### src/rtl/axi4lite_master_bridge.sv
// AXI4-Lite initiator: turns single local register commands into AXI4-Lite
// read/write transactions, one outstanding at a time, and returns the
// read data / response code on a valid/ready response port. A sticky
// watchdog flag reports transactions that wait too long for B or R.
module axi4lite_master_bridge #(
    parameter int ADDR_WIDTH     = 32,
    parameter int DATA_WIDTH     = 32,
    parameter int TIMEOUT_CYCLES = 1024
) (
    input  logic                    ACLK,
    input  logic                    ARESETN,
    // local command port
    input  logic                    cmd_valid,
    output logic                    cmd_ready,
    input  logic                    cmd_is_wr,
    input  logic [ADDR_WIDTH-1:0]   cmd_addr,
    input  logic [DATA_WIDTH-1:0]   cmd_wdata,
    input  logic [DATA_WIDTH/8-1:0] cmd_wstrb,
    // local response port
    output logic                    rsp_valid,
    input  logic                    rsp_ready,
    output logic                    rsp_is_wr,
    output logic [DATA_WIDTH-1:0]   rsp_rdata,
    output logic [1:0]              rsp_resp,
    output logic                    timeout,
    // AXI4-Lite write address / data / response
    output logic [ADDR_WIDTH-1:0]   M_AWADDR,
    output logic [2:0]              M_AWPROT,
    output logic                    M_AWVALID,
    input  logic                    M_AWREADY,
    output logic [DATA_WIDTH-1:0]   M_WDATA,
    output logic [DATA_WIDTH/8-1:0] M_WSTRB,
    output logic                    M_WVALID,
    input  logic                    M_WREADY,
    input  logic [1:0]              M_BRESP,
    input  logic                    M_BVALID,
    output logic                    M_BREADY,
    // AXI4-Lite read address / data
    output logic [ADDR_WIDTH-1:0]   M_ARADDR,
    output logic [2:0]              M_ARPROT,
    output logic                    M_ARVALID,
    input  logic                    M_ARREADY,
    input  logic [DATA_WIDTH-1:0]   M_RDATA,
    input  logic [1:0]              M_RRESP,
    input  logic                    M_RVALID,
    output logic                    M_RREADY
);

    localparam int STRB_W = DATA_WIDTH / 8;
    // Counter must be able to hold TIMEOUT_CYCLES itself (it saturates there).
    localparam int CNT_W  = $clog2(TIMEOUT_CYCLES + 1);
    localparam logic [CNT_W-1:0] TO_MAX = CNT_W'(TIMEOUT_CYCLES);

    typedef enum logic [2:0] {
        IDLE    = 3'd0,
        WR_AW_W = 3'd1,
        WR_B    = 3'd2,
        RD_AR   = 3'd3,
        RD_R    = 3'd4,
        RSP     = 3'd5
    } state_e;

    state_e                  state_q,     state_d;
    logic [ADDR_WIDTH-1:0]   addr_q,      addr_d;
    logic [DATA_WIDTH-1:0]   wdata_q,     wdata_d;
    logic [STRB_W-1:0]       wstrb_q,     wstrb_d;
    logic                    awvalid_q,   awvalid_d;
    logic                    wvalid_q,    wvalid_d;
    logic                    aw_done_q,   aw_done_d;
    logic                    w_done_q,    w_done_d;
    logic                    bready_q,    bready_d;
    logic                    arvalid_q,   arvalid_d;
    logic                    rready_q,    rready_d;
    logic                    rsp_is_wr_q, rsp_is_wr_d;
    logic [DATA_WIDTH-1:0]   rsp_rdata_q, rsp_rdata_d;
    logic [1:0]              rsp_resp_q,  rsp_resp_d;
    logic [CNT_W-1:0]        wd_cnt_q,    wd_cnt_d;
    logic                    timeout_q,   timeout_d;

    logic aw_fin;
    logic w_fin;

    // Next-state, AXI channel control, response capture and watchdog.
    always_comb begin
        state_d     = state_q;
        addr_d      = addr_q;
        wdata_d     = wdata_q;
        wstrb_d     = wstrb_q;
        awvalid_d   = awvalid_q;
        wvalid_d    = wvalid_q;
        aw_done_d   = aw_done_q;
        w_done_d    = w_done_q;
        bready_d    = bready_q;
        arvalid_d   = arvalid_q;
        rready_d    = rready_q;
        rsp_is_wr_d = rsp_is_wr_q;
        rsp_rdata_d = rsp_rdata_q;
        rsp_resp_d  = rsp_resp_q;
        wd_cnt_d    = wd_cnt_q;
        timeout_d   = timeout_q;
        // AW and W may complete in either order or together; a channel is
        // finished once its flag is set or it handshakes this cycle.
        aw_fin      = aw_done_q | (awvalid_q & M_AWREADY);
        w_fin       = w_done_q  | (wvalid_q  & M_WREADY);

        case (state_q)
            IDLE: begin
                if (cmd_valid) begin
                    addr_d    = cmd_addr;
                    wdata_d   = cmd_wdata;
                    wstrb_d   = cmd_wstrb;
                    wd_cnt_d  = '0;
                    timeout_d = 1'b0;
                    aw_done_d = 1'b0;
                    w_done_d  = 1'b0;
                    if (cmd_is_wr) begin
                        state_d   = WR_AW_W;
                        awvalid_d = 1'b1;
                        wvalid_d  = 1'b1;
                    end else begin
                        state_d   = RD_AR;
                        arvalid_d = 1'b1;
                    end
                end
            end
            WR_AW_W: begin
                if (awvalid_q && M_AWREADY) begin
                    awvalid_d = 1'b0;
                    aw_done_d = 1'b1;
                end
                if (wvalid_q && M_WREADY) begin
                    wvalid_d = 1'b0;
                    w_done_d = 1'b1;
                end
                if (aw_fin && w_fin) begin
                    state_d  = WR_B;
                    bready_d = 1'b1;
                end
            end
            WR_B: begin
                if (bready_q && M_BVALID) begin
                    rsp_resp_d  = M_BRESP;
                    rsp_rdata_d = '0;
                    rsp_is_wr_d = 1'b1;
                    bready_d    = 1'b0;
                    state_d     = RSP;
                end
            end
            RD_AR: begin
                if (arvalid_q && M_ARREADY) begin
                    arvalid_d = 1'b0;
                    rready_d  = 1'b1;
                    state_d   = RD_R;
                end
            end
            RD_R: begin
                if (rready_q && M_RVALID) begin
                    rsp_rdata_d = M_RDATA;
                    rsp_resp_d  = M_RRESP;
                    rsp_is_wr_d = 1'b0;
                    rready_d    = 1'b0;
                    state_d     = RSP;
                end
            end
            RSP: begin
                if (rsp_ready) state_d = IDLE;
            end
            default: state_d = IDLE;
        endcase

        // Watchdog only counts while waiting on the slave; it never aborts,
        // since an AXI request cannot be withdrawn once VALID is up.
        if ((state_q != IDLE) && (state_q != RSP) && (wd_cnt_q != TO_MAX)) begin
            wd_cnt_d = wd_cnt_q + CNT_W'(1);
            if (wd_cnt_d == TO_MAX) timeout_d = 1'b1;
        end
    end

    // State and output registers, cleared asynchronously by ARESETN.
    always_ff @(posedge ACLK or negedge ARESETN) begin
        if (!ARESETN) begin
            state_q     <= IDLE;
            addr_q      <= '0;
            wdata_q     <= '0;
            wstrb_q     <= '0;
            awvalid_q   <= 1'b0;
            wvalid_q    <= 1'b0;
            aw_done_q   <= 1'b0;
            w_done_q    <= 1'b0;
            bready_q    <= 1'b0;
            arvalid_q   <= 1'b0;
            rready_q    <= 1'b0;
            rsp_is_wr_q <= 1'b0;
            rsp_rdata_q <= '0;
            rsp_resp_q  <= '0;
            wd_cnt_q    <= '0;
            timeout_q   <= 1'b0;
        end else begin
            state_q     <= state_d;
            addr_q      <= addr_d;
            wdata_q     <= wdata_d;
            wstrb_q     <= wstrb_d;
            awvalid_q   <= awvalid_d;
            wvalid_q    <= wvalid_d;
            aw_done_q   <= aw_done_d;
            w_done_q    <= w_done_d;
            bready_q    <= bready_d;
            arvalid_q   <= arvalid_d;
            rready_q    <= rready_d;
            rsp_is_wr_q <= rsp_is_wr_d;
            rsp_rdata_q <= rsp_rdata_d;
            rsp_resp_q  <= rsp_resp_d;
            wd_cnt_q    <= wd_cnt_d;
            timeout_q   <= timeout_d;
        end
    end

    // Every AXI output is a flop or a constant.
    assign M_AWADDR  = addr_q;
    assign M_AWPROT  = 3'b000;
    assign M_AWVALID = awvalid_q;
    assign M_WDATA   = wdata_q;
    assign M_WSTRB   = wstrb_q;
    assign M_WVALID  = wvalid_q;
    assign M_BREADY  = bready_q;
    assign M_ARADDR  = addr_q;
    assign M_ARPROT  = 3'b000;
    assign M_ARVALID = arvalid_q;
    assign M_RREADY  = rready_q;

    assign cmd_ready = (state_q == IDLE);
    assign rsp_valid = (state_q == RSP);
    assign rsp_is_wr = rsp_is_wr_q;
    assign rsp_rdata = rsp_rdata_q;
    assign rsp_resp  = rsp_resp_q;
    assign timeout   = timeout_q;

endmodule

### config.mk
export PLATFORM = sky130hd
export DESIGN_NAME = axi4lite_master_bridge
export DESIGN_NICKNAME = d
export VERILOG_FILES = /design/src/rtl/axi4lite_master_bridge.sv
export SDC_FILE = /design/constraint.sdc
export NUM_CORES = 1
export LEC_CHECK = 0
export CORE_ASPECT_RATIO = 1.2
export CORE_MARGIN = 5
export CORE_UTILIZATION = 37
export DETAILED_ROUTE_END_ITERATION = 10
export GPL_ROUTABILITY_DRIVEN = 0
export GPL_TIMING_DRIVEN = 0
export PLACE_DENSITY = 0.76
export SETUP_SLACK_MARGIN = 0.02
export SYNTH_ARGS = -nofsm -noshare
export SYNTH_HDL_FRONTEND = slang
export SYNTH_SLANG_ARGS = --single-unit
### constraint.sdc
create_clock -name ACLK -period 1.9 [get_ports ACLK]
set_clock_uncertainty 0.2 [all_clocks]
set_input_delay 0.19 -clock ACLK [delete_from_list [all_inputs] [get_ports ACLK]]
set_output_delay 0.19 -clock ACLK [all_outputs]
set_load 0.05 [all_outputs]
== Yosys cells after proc, flatten, opt, wreduce, memory -nomap -nowiden ==
Cells that the tools add are included.
Widths: inputs -> output; s select.
Word-level totals
  input port bits: 114
  logic and storage cells: 111
  register bits after elaboration: 125
Cells by class
  add/sub/neg operators: 1
  equality and inequality tests: 18
  reductions and logical operators: 28
  bitwise logic cells: 4
  multiplexer cells: 44
Operators by type and width (number)
  $mux 32: 2
  $pmux 32 s2: 1
  $mux 11: 3
  $mux 1: 19
  $mux 3: 6
  $pmux 3 s6: 1
  $ne 2x2->1 const B: 8
  $pmux 1 s2: 8
  $reduce_and 3->1: 5
  $reduce_bool 2->1: 7
  $reduce_and 4->1: 3
  $add 11x1->11 const B: 1
  $eq 11x11->1 const B: 1
  $ne 11x11->1 const B: 1
  $logic_and 1x1->1: 8
  $eq 3x2->1 const B: 2
  $eq 3x3->1 const B: 2
  $mux 2: 3
  $reduce_and 6->1: 1
  $ne 2x1->1 const B: 2
  $pmux 2 s2: 1
  $reduce_and 2->1: 2
  $eq 3x1->1 const B: 1
  $logic_not 3->1: 1
  other kinds (4): 6

== Depth between registers and ports, before layout ==
Gate-level depths: netlist (run 1).
  word-level depth: 5
  gate-level depth with buffers: 8

== Least setup slack after synthesis (run 1) ==
Ideal clock, no wire load.
  path type: register -> register
  start: reg state_q[1]
  end: reg wd_cnt_q[10]
  clock period less this slack: 2.344 ns
  library setup time: 0.118 ns
  path slack: -0.444 ns
  cell stages (with the launch flop): 8
  data arrival time: 2.026 ns
  cell sequence: dfrtp_1 buf_2 nor3_2 and2_1 buf_2 buf_2 nor2_1 a21o_1
Between the ends
  elaborated cells between the ends (all ways): 9
RTL lines
  start, declared: RTL line 63  | state_e state_q, state_d;
  start signal, assigned: RTL line 199  | state_q <= state_d;
  $logic_not 3->1
  via cmd_ready: RTL line 14  | output logic cmd_ready,
  $reduce_bool 2->1 (no line)
  $reduce_and 2->1 (no line)
  end signal, assigned: RTL line 213  | wd_cnt_q <= wd_cnt_d;
  end, declared: RTL line 77  | logic [CNT_W-1:0] wd_cnt_q, wd_cnt_d;
The timed path passes the listed nets, and every way through them passes these cells.
A chain may end at the register's enable or synchronous reset.

== Final worst setup path (run 1) ==
  start: reg state_q[2]
  end: reg rsp_rdata_q[19], in the netlist rsp_rdata[19]
Between the ends
  longest elaborated chain between the ends: 3
  elaborated cells between the ends (all ways): 7
Ends and longest elaborated chain
  $eq 3x3->1 / $eq 3x2->1 (equally long branches): RTL line 106  | case (state_q)
  $ne 2x2->1 (no line) / $reduce_bool 2->1 (equally long branches)
  $reduce_and 3->1 (no line)
  end signal, assigned: RTL line 211  | rsp_rdata_q <= rsp_rdata_d;
  end, declared: RTL line 75  | logic [DATA_WIDTH-1:0] rsp_rdata_q, rsp_rdata_d;
Parallel ways exist; a longest one is shown, timed or not.

==> results of run 1 <==
==> metal layers <==
layer,routed length (µm),global-route usage [%],vias up
met2,9540,34.1,198
li1,-,-,2638
met3,1240,5.53,30
met1,7030,23.2,2512
met4,413,7.06,0
met5,0,0,-
==> path summary, 6_finish.rpt <==
kind,start,endpoint,slack (ps),cells after the start
setup / recovery,state_q[2]$_DFFE_PN0P_,rsp_rdata[19]$_DFFE_PN0P_,-20,7
hold / removal,ARESETN,M_RREADY$_DFFE_PN0P_,80,2
setup reg to reg,state_q[2]$_DFFE_PN0P_,rsp_rdata[19]$_DFFE_PN0P_,-20,7
hold reg to reg,rsp_rdata[24]$_DFFE_PN0P_,rsp_rdata[24]$_DFFE_PN0P_,260,2
max in group asynchronous,ARESETN,M_ARADDR[16]$_DFFE_PN0P_,670,3
min in group ACLK,cmd_wdata[6],M_WDATA[6]$_DFFE_PN0P_,110,3
==> critical path, delay by kind of cell (launching register included) <==
| family | cells | cell delay (ps) |
|---|---|---|
| AO/OA/AOI/OAI | 1 | 110 |
| buffers and inverters | 2 | 360 |
| flip-flops | 1 | 390 |
| AND/OR/NAND/NOR | 4 | 760 |
==> area by class of cell <==
cell class                      count  area share (%)
Buffer                             70            5.72
Clock buffer                       20            4.72
Clock inverter                     12            2.15
Inverter                            5           0.194
Multi-Input combinational cell    443            24.3
Sequential cell                   125            32.4
Tap cell                          204            2.64
Timing Repair Buffer              285            27.9
==> what timing repair did <==
item                                    in CTS  in global routing
endpoints found under the setup margin     187                 57
hold endpoints to repair                   125                  0
hold buffers                                 1                  0
setup buffers                               13                  8
cloned                                       1                  6
gates resized for setup                    190                 97
pin swaps                                   22                 38
==> cell usage in the layout, fill, tap and decap left out, types with 4 or more instances in the layout <==
| cell type | n |
|---|---|
| nand2_1 | 252 |
| dlygate4sd2_1 | 137 |
| dfrtp_1 | 120 |
| clkdlybuf4s50_1 | 112 |
| buf_4 | 57 |
| nand2_2 | 37 |
| nand3_1 | 34 |
| clkbuf_16 | 19 |
| buf_6 | 16 |
| nor2_1 | 14 |
| buf_2 | 11 |
| o21ai_0 | 10 |
| a21oi_1 | 8 |
| o21ai_2 | 7 |
| a22o_1 | 6 |
| conb_1 | 6 |
| dfrtp_2 | 5 |
| bufinv_16 | 5 |
| clkbuf_2 | 4 |
| buf_8 | 4 |
| a31oi_1 | 4 |
| clkdlybuf4s15_1 | 4 |
==> flip-flops by register name, summed over array words and instances, names as in the netlist <==
name,flops
rsp_rdata,32
w_done_q,1
M_ARADDR,32
M_WDATA,32
M_BREADY,1
rsp_is_wr,1
rsp_resp,2
M_ARVALID,1
state_q,3
M_AWVALID,1
M_RREADY,1
wd_cnt_q,11
M_WVALID,1
aw_done_q,1
M_WSTRB,4
timeout,1
==> cell families (layout without fill, tap and decap cells) <==
| kind of cell | after synthesis | in the layout | share of synthesized area [%] |
|---|---|---|---|
| AND/OR/NAND/NOR | 377 | 378 | 27.9 |
| adder cells (fa/ha/maj) | 2 | 2 | 0.444 |
| buffers and inverters | 76 | 392 | 8.87 |
| multiplexers | 4 | 4 | 0.889 |
| XOR/XNOR | 3 | 3 | 0.467 |
| AO/OA/AOI/OAI | 50 | 50 | 5.82 |
| flip-flops | 125 | 125 | 55.6 |
| other | 1 | 6 | 0.0666 |
==> where the power goes <==
part           internal (mW)  total [mW]  switching (mW)
clock network           2.41        3.64            1.22
registers               3.76        4.51           0.747
logic                   3.62        11.3            7.73
total                   9.80        19.5            9.70
==> out/metrics.cfg, run 1 <==
[status]
status=finished, violations left
failed_checks=setup timing

[global_route]
grt_pass1_wl_mm=28.0
grt_overflow=0
grt_pass1_vias=5355
grt_max_degree=81
antenna_found_initial=0
gr-usage-all-layers_pct=19.7

[logic_synthesis]
ys_ff_latch=125
synth_cells=638
yosysWarnings=0
synth_edf_count=0
async_flop_share_pct=100
synth_area_per_cell_um2=8.83
synth_most_common_cell=nand2_1
synthFlopType=dfrtp_1
yosysUniqueCellTypes=45
yosysSeqAreaShare_pct=55.6
synthTopCellsByCount=nand2_1, dfrtp_1, buf_4
synth_area_leaders=dfrtp_1, nand2_1, buf_4, nand3_1, buf_2
synth_top_cell_by_area=dfrtp_1
synth_top_cell_area_share_pct=55.6
syn-cell-area_mm2=0.00563

[worst_setup_path]
criticalPathCategory=register to register
crit_path_start_kind=register
slowest_stage=or3_4
worstPathArrival_ps=2010
cp_cell_sequence=buf_6 > and2b_2 > a31oi_4 > or3_4 > clkbuf_16 > nand2_2 > nand2_1
critPathCaptureType=register
max_stage_delay_ps=450
required_ps=1990
worstPathMaxFanout=8

[floorplanning]
dieHeight_um=145
die_area_mm2=0.0178
initial_utilization_pct=37.6
rows=49
io_pins=263
core_area_mm2=0.0150
dieWidth_um=123

[clocking]
cts_tree=yes
clk_path_buf_depth=2
cts_buffers=17
path_clk_slew_ps=60
numClockSinks=125
cts_root_buffer=clkbuf_16
htreeDepth=4
clk_latency_ps=400

[drt]
avgRoutedWirePerCell_um=15.7
firstDrtPassIters=5
drtIter0Drc=340
drc_errors=0
drtAntennaViolNets=0
wirelength_mm=18.2
vias=5378
viasPerCell=4.62

[final_layout]
multi_input_area_mm2=0.00235
final_cell_count_no_fill=1164
diodes=0
sequential_cell_area_mm2=0.00313
area_growth_pct=71.8
post-route-util_pct=64.7
nNetsFinal=1063
drive_gt1_share_pct=23.1
fill_cells=1310
final_cell_area_mm2=0.00968

[power_and_ir_drop]
pwr_density_cell_mw_per_mm2=2010
power_mw=19.5
ir_drop_mv=1.12
leakage_nw=5.08

[place]
port-buffer-count=256
placedCellCount=1104
place_ws_ps=-295
dp_hpwl_mm=12.7
place_area_mm2=0.00853

[timing]
rsz0062_at_grt=yes
finalCriticalPeriod_ps=1920
fin_crit_sh_pct=101
setup_viol=5
whs_ps=78.6
tightest_slew_ps=593
drv_slew=0
hold_violations=0
slew-limit-headroom_pct=60.6
setup_ws_ps=-20.7
fmaxAchievable_ghz=0.521
tns_ps=-38.6

[hold_path]
hold_class=input pin to async pin

[flow_run]
max-cap-violations=0

Power figures use the tool's default switching activity.
==> inputs of run 2 (changes only) <==
- SETUP_SLACK_MARGIN: 0.02 -> 0.2
==> run 2 against run 1 <==
Critical path depth grew 1. Largest power group unchanged. The flow still finishes with violations (setup timing). Non-clock buffer count grew 47. Final cell count grew 4.0%. Total power grew 9.3%. Design area grew 12%. Register-to-register slack lost 20 ps. Core utilization grew 7.9 points.
==> out/metrics.cfg, run 2 (synthesis gave the netlist of run 1 again) <==
[final_layout]
fill_cells=1087
nNetsFinal=1110
final_cell_mix=nand2_2, dfrtp_1, nand2_1
layout_commonest_cell=nand2_2
diodes=0
drive_gt1_share_pct=53.1
sequential_cell_area_mm2=0.00314
final_cell_area_mm2=0.0109
area_growth_pct=92.9
multi_input_area_mm2=0.00293

[flow_run]
max-cap-violations=0

[drt]
avgRoutedWirePerCell_um=17.2
drtAntennaViolNets=0
vias=5741
drtIter0Drc=338
drc_errors=0
firstDrtPassIters=5
wirelength_mm=20.8
viasPerCell=4.74

[worst_setup_path]
cp_cell_sequence=inv_2 > ha_4 > nor4bb_4 > and3_4 > buf_6 > o21ai_4 > o21ai_1 > a22o_1
required_ps=2000
slowest_stage=dfrtp_1
worst-path-buf-inv=2
critPathCaptureType=register
reg2reg_from=wd_cnt_q[1]$_DFFE_PN0P_
worst_r2r_endpoint=wd_cnt_q[7]$_DFFE_PN0P_
max_stage_delay_ps=370
worst-r2r-cell-count=8
worstPathArrival_ps=2030
crit_path_start_kind=register
criticalPathCategory=register to register
critPathTopFamily=compound AO/OA/AOI/OAI gates
reg2reg_slack_ps=-40
worstPathMaxFanout=7

[place]
place_area_mm2=0.00853
dp_hpwl_mm=12.7
port-buffer-count=256

[timing]
tns_ps=-171
fin_crit_sh_pct=102
fmaxAchievable_ghz=0.516
finalCriticalPeriod_ps=1940
setup_viol=7
setup_ws_ps=-36.8
drv_slew=0
rsz0062_at_grt=yes
hold_violations=0

[power_and_ir_drop]
pwr_density_cell_mw_per_mm2=1960
leakage_nw=5.50
ir_drop_mv=1.22

[clocking]
cts_root_buffer=clkbuf_16
cts_tree=yes
htreeDepth=4
clk_path_buf_depth=2
cts_buffers=17
path_clk_slew_ps=60
clk_latency_ps=410
numClockSinks=125

[floorplanning]
rows=49
core_area_mm2=0.0150
dieWidth_um=123
dieHeight_um=145
initial_utilization_pct=37.6
die_area_mm2=0.0178
io_pins=263

[global_route]
antenna_found_initial=0
grt_overflow=0
grt_max_degree=79
grt_pass1_vias=5884
grt_pass1_wl_mm=31.7
gr-usage-all-layers_pct=22.9

[status]
failed_checks=setup timing
status=finished, violations left

[hold_path]
hold_class=input pin to async pin

[run 2: cell count changes in the layout (fill, tap and decap cells not counted), moves of 10 or more]
cell | previous run | this run
nand2_1 | 252 | 113
dlygate4sd2_1 | 137 | 0
nand2_2 | 37 | 132
clkbuf_2 | 4 | 65
nand2_4 | 2 | 46
clkdlybuf4s15_2 | 0 | 42
buf_2 | 11 | 34
buf_16 | 1 | 16
buf_8 | 4 | 18
buf_4 | 57 | 68
buf_12 | 1 | 11
o21ai_1 | 1 | 11
[run 2: worst max-delay path by stage]
stage | from | endpoint | slack, ps | depth (start not counted)
after floorplan | state_q[2]$_DFFE_PN0P_ | aw_done_q$_DFFE_PN0P_ | -90 | 6
after global placement | ARESETN | M_BREADY$_DFFE_PN0P_ | -5130 | 1
after detailed placement | M_AWREADY | state_q[1]$_DFFE_PN0P_ | -350 | 6
after CTS | wd_cnt_q[1]$_DFFE_PN0P_ | wd_cnt_q[6]$_DFFE_PN0P_ | -30 | 8
after global routing | wd_cnt_q[8]$_DFFE_PN0P_ | wd_cnt_q[7]$_DFFE_PN0P_ | -140 | 6
final | wd_cnt_q[1]$_DFFE_PN0P_ | wd_cnt_q[7]$_DFFE_PN0P_ | -40 | 8
[run 2: metrics by stage]
step                std cells  utilization [%]  power [mW]  hold WS [ps]  setup slack [ps]
floorplan                 643                -        11.9          -306             -92.2
finish                   1211             72.6        21.3          79.9             -36.8
global placement         1103             56.9        15.5           249             -5130
CTS                      1194             71.6        20.7          91.5             -29.1
detailed placement       1104             57.0        15.7         -38.7              -352
global route             1211             72.6        22.3           106              -136
[run 2: timing repair]
| action | 4_1_cts | 5_1_grt |
|---|---|---|
| pin swaps | 172 | 83 |
| buffers inserted | 35 | 16 |
| cloned | 22 | 1 |
| hold endpoints to repair | 124 | 0 |
| resized for setup | 602 | 272 |
| setup endpoints to repair | 262 | 219 |
| hold buffers | 1 | 0 |
[run 2: power by group]
part,internal (mW),switching [mW],leakage [nW]
clock,1.89,1.16,0.271
combinational,5.05,8.47,3.62
sequential,3.77,0.965,1.60
[run 2: metal layers]
layer  global-route usage (%)  wire length, µm  up-vias  share of wire, %
li1                         -                -     2725                 -
met1                     26.1             7640     2756                37
met2                     41.1            11400      206                55
met3                     5.29             1140       54               5.5
met4                     8.80              663        0               3.2
met5                        0                0        -                 0
[run 2: cell type report]
class                           instances  area share (%)
Timing Repair Buffer                  331            30.1
Sequential cell                       125            28.9
Multi-Input combinational cell        443            27.0
Buffer                                 71            6.57
Clock buffer                           25            4.47
Tap cell                              204            2.35
Clock inverter                          7           0.576
Inverter                                5           0.173
[run 2: worst register-to-register path, stage by stage (launching register included)]
cell and delay [ps]:
dfrtp_1 370, inv_2 70, ha_4 150, nor4bb_4 140, and3_4 190, buf_6 120, o21ai_4 240, o21ai_1 110
a22o_1 230
==> inputs of run 3 (changes only) <==
- ABC_AREA: unset -> 0
==> results of run 3 <==
Same layout as run 2: the final DEF is identical, and so are final timing and power.
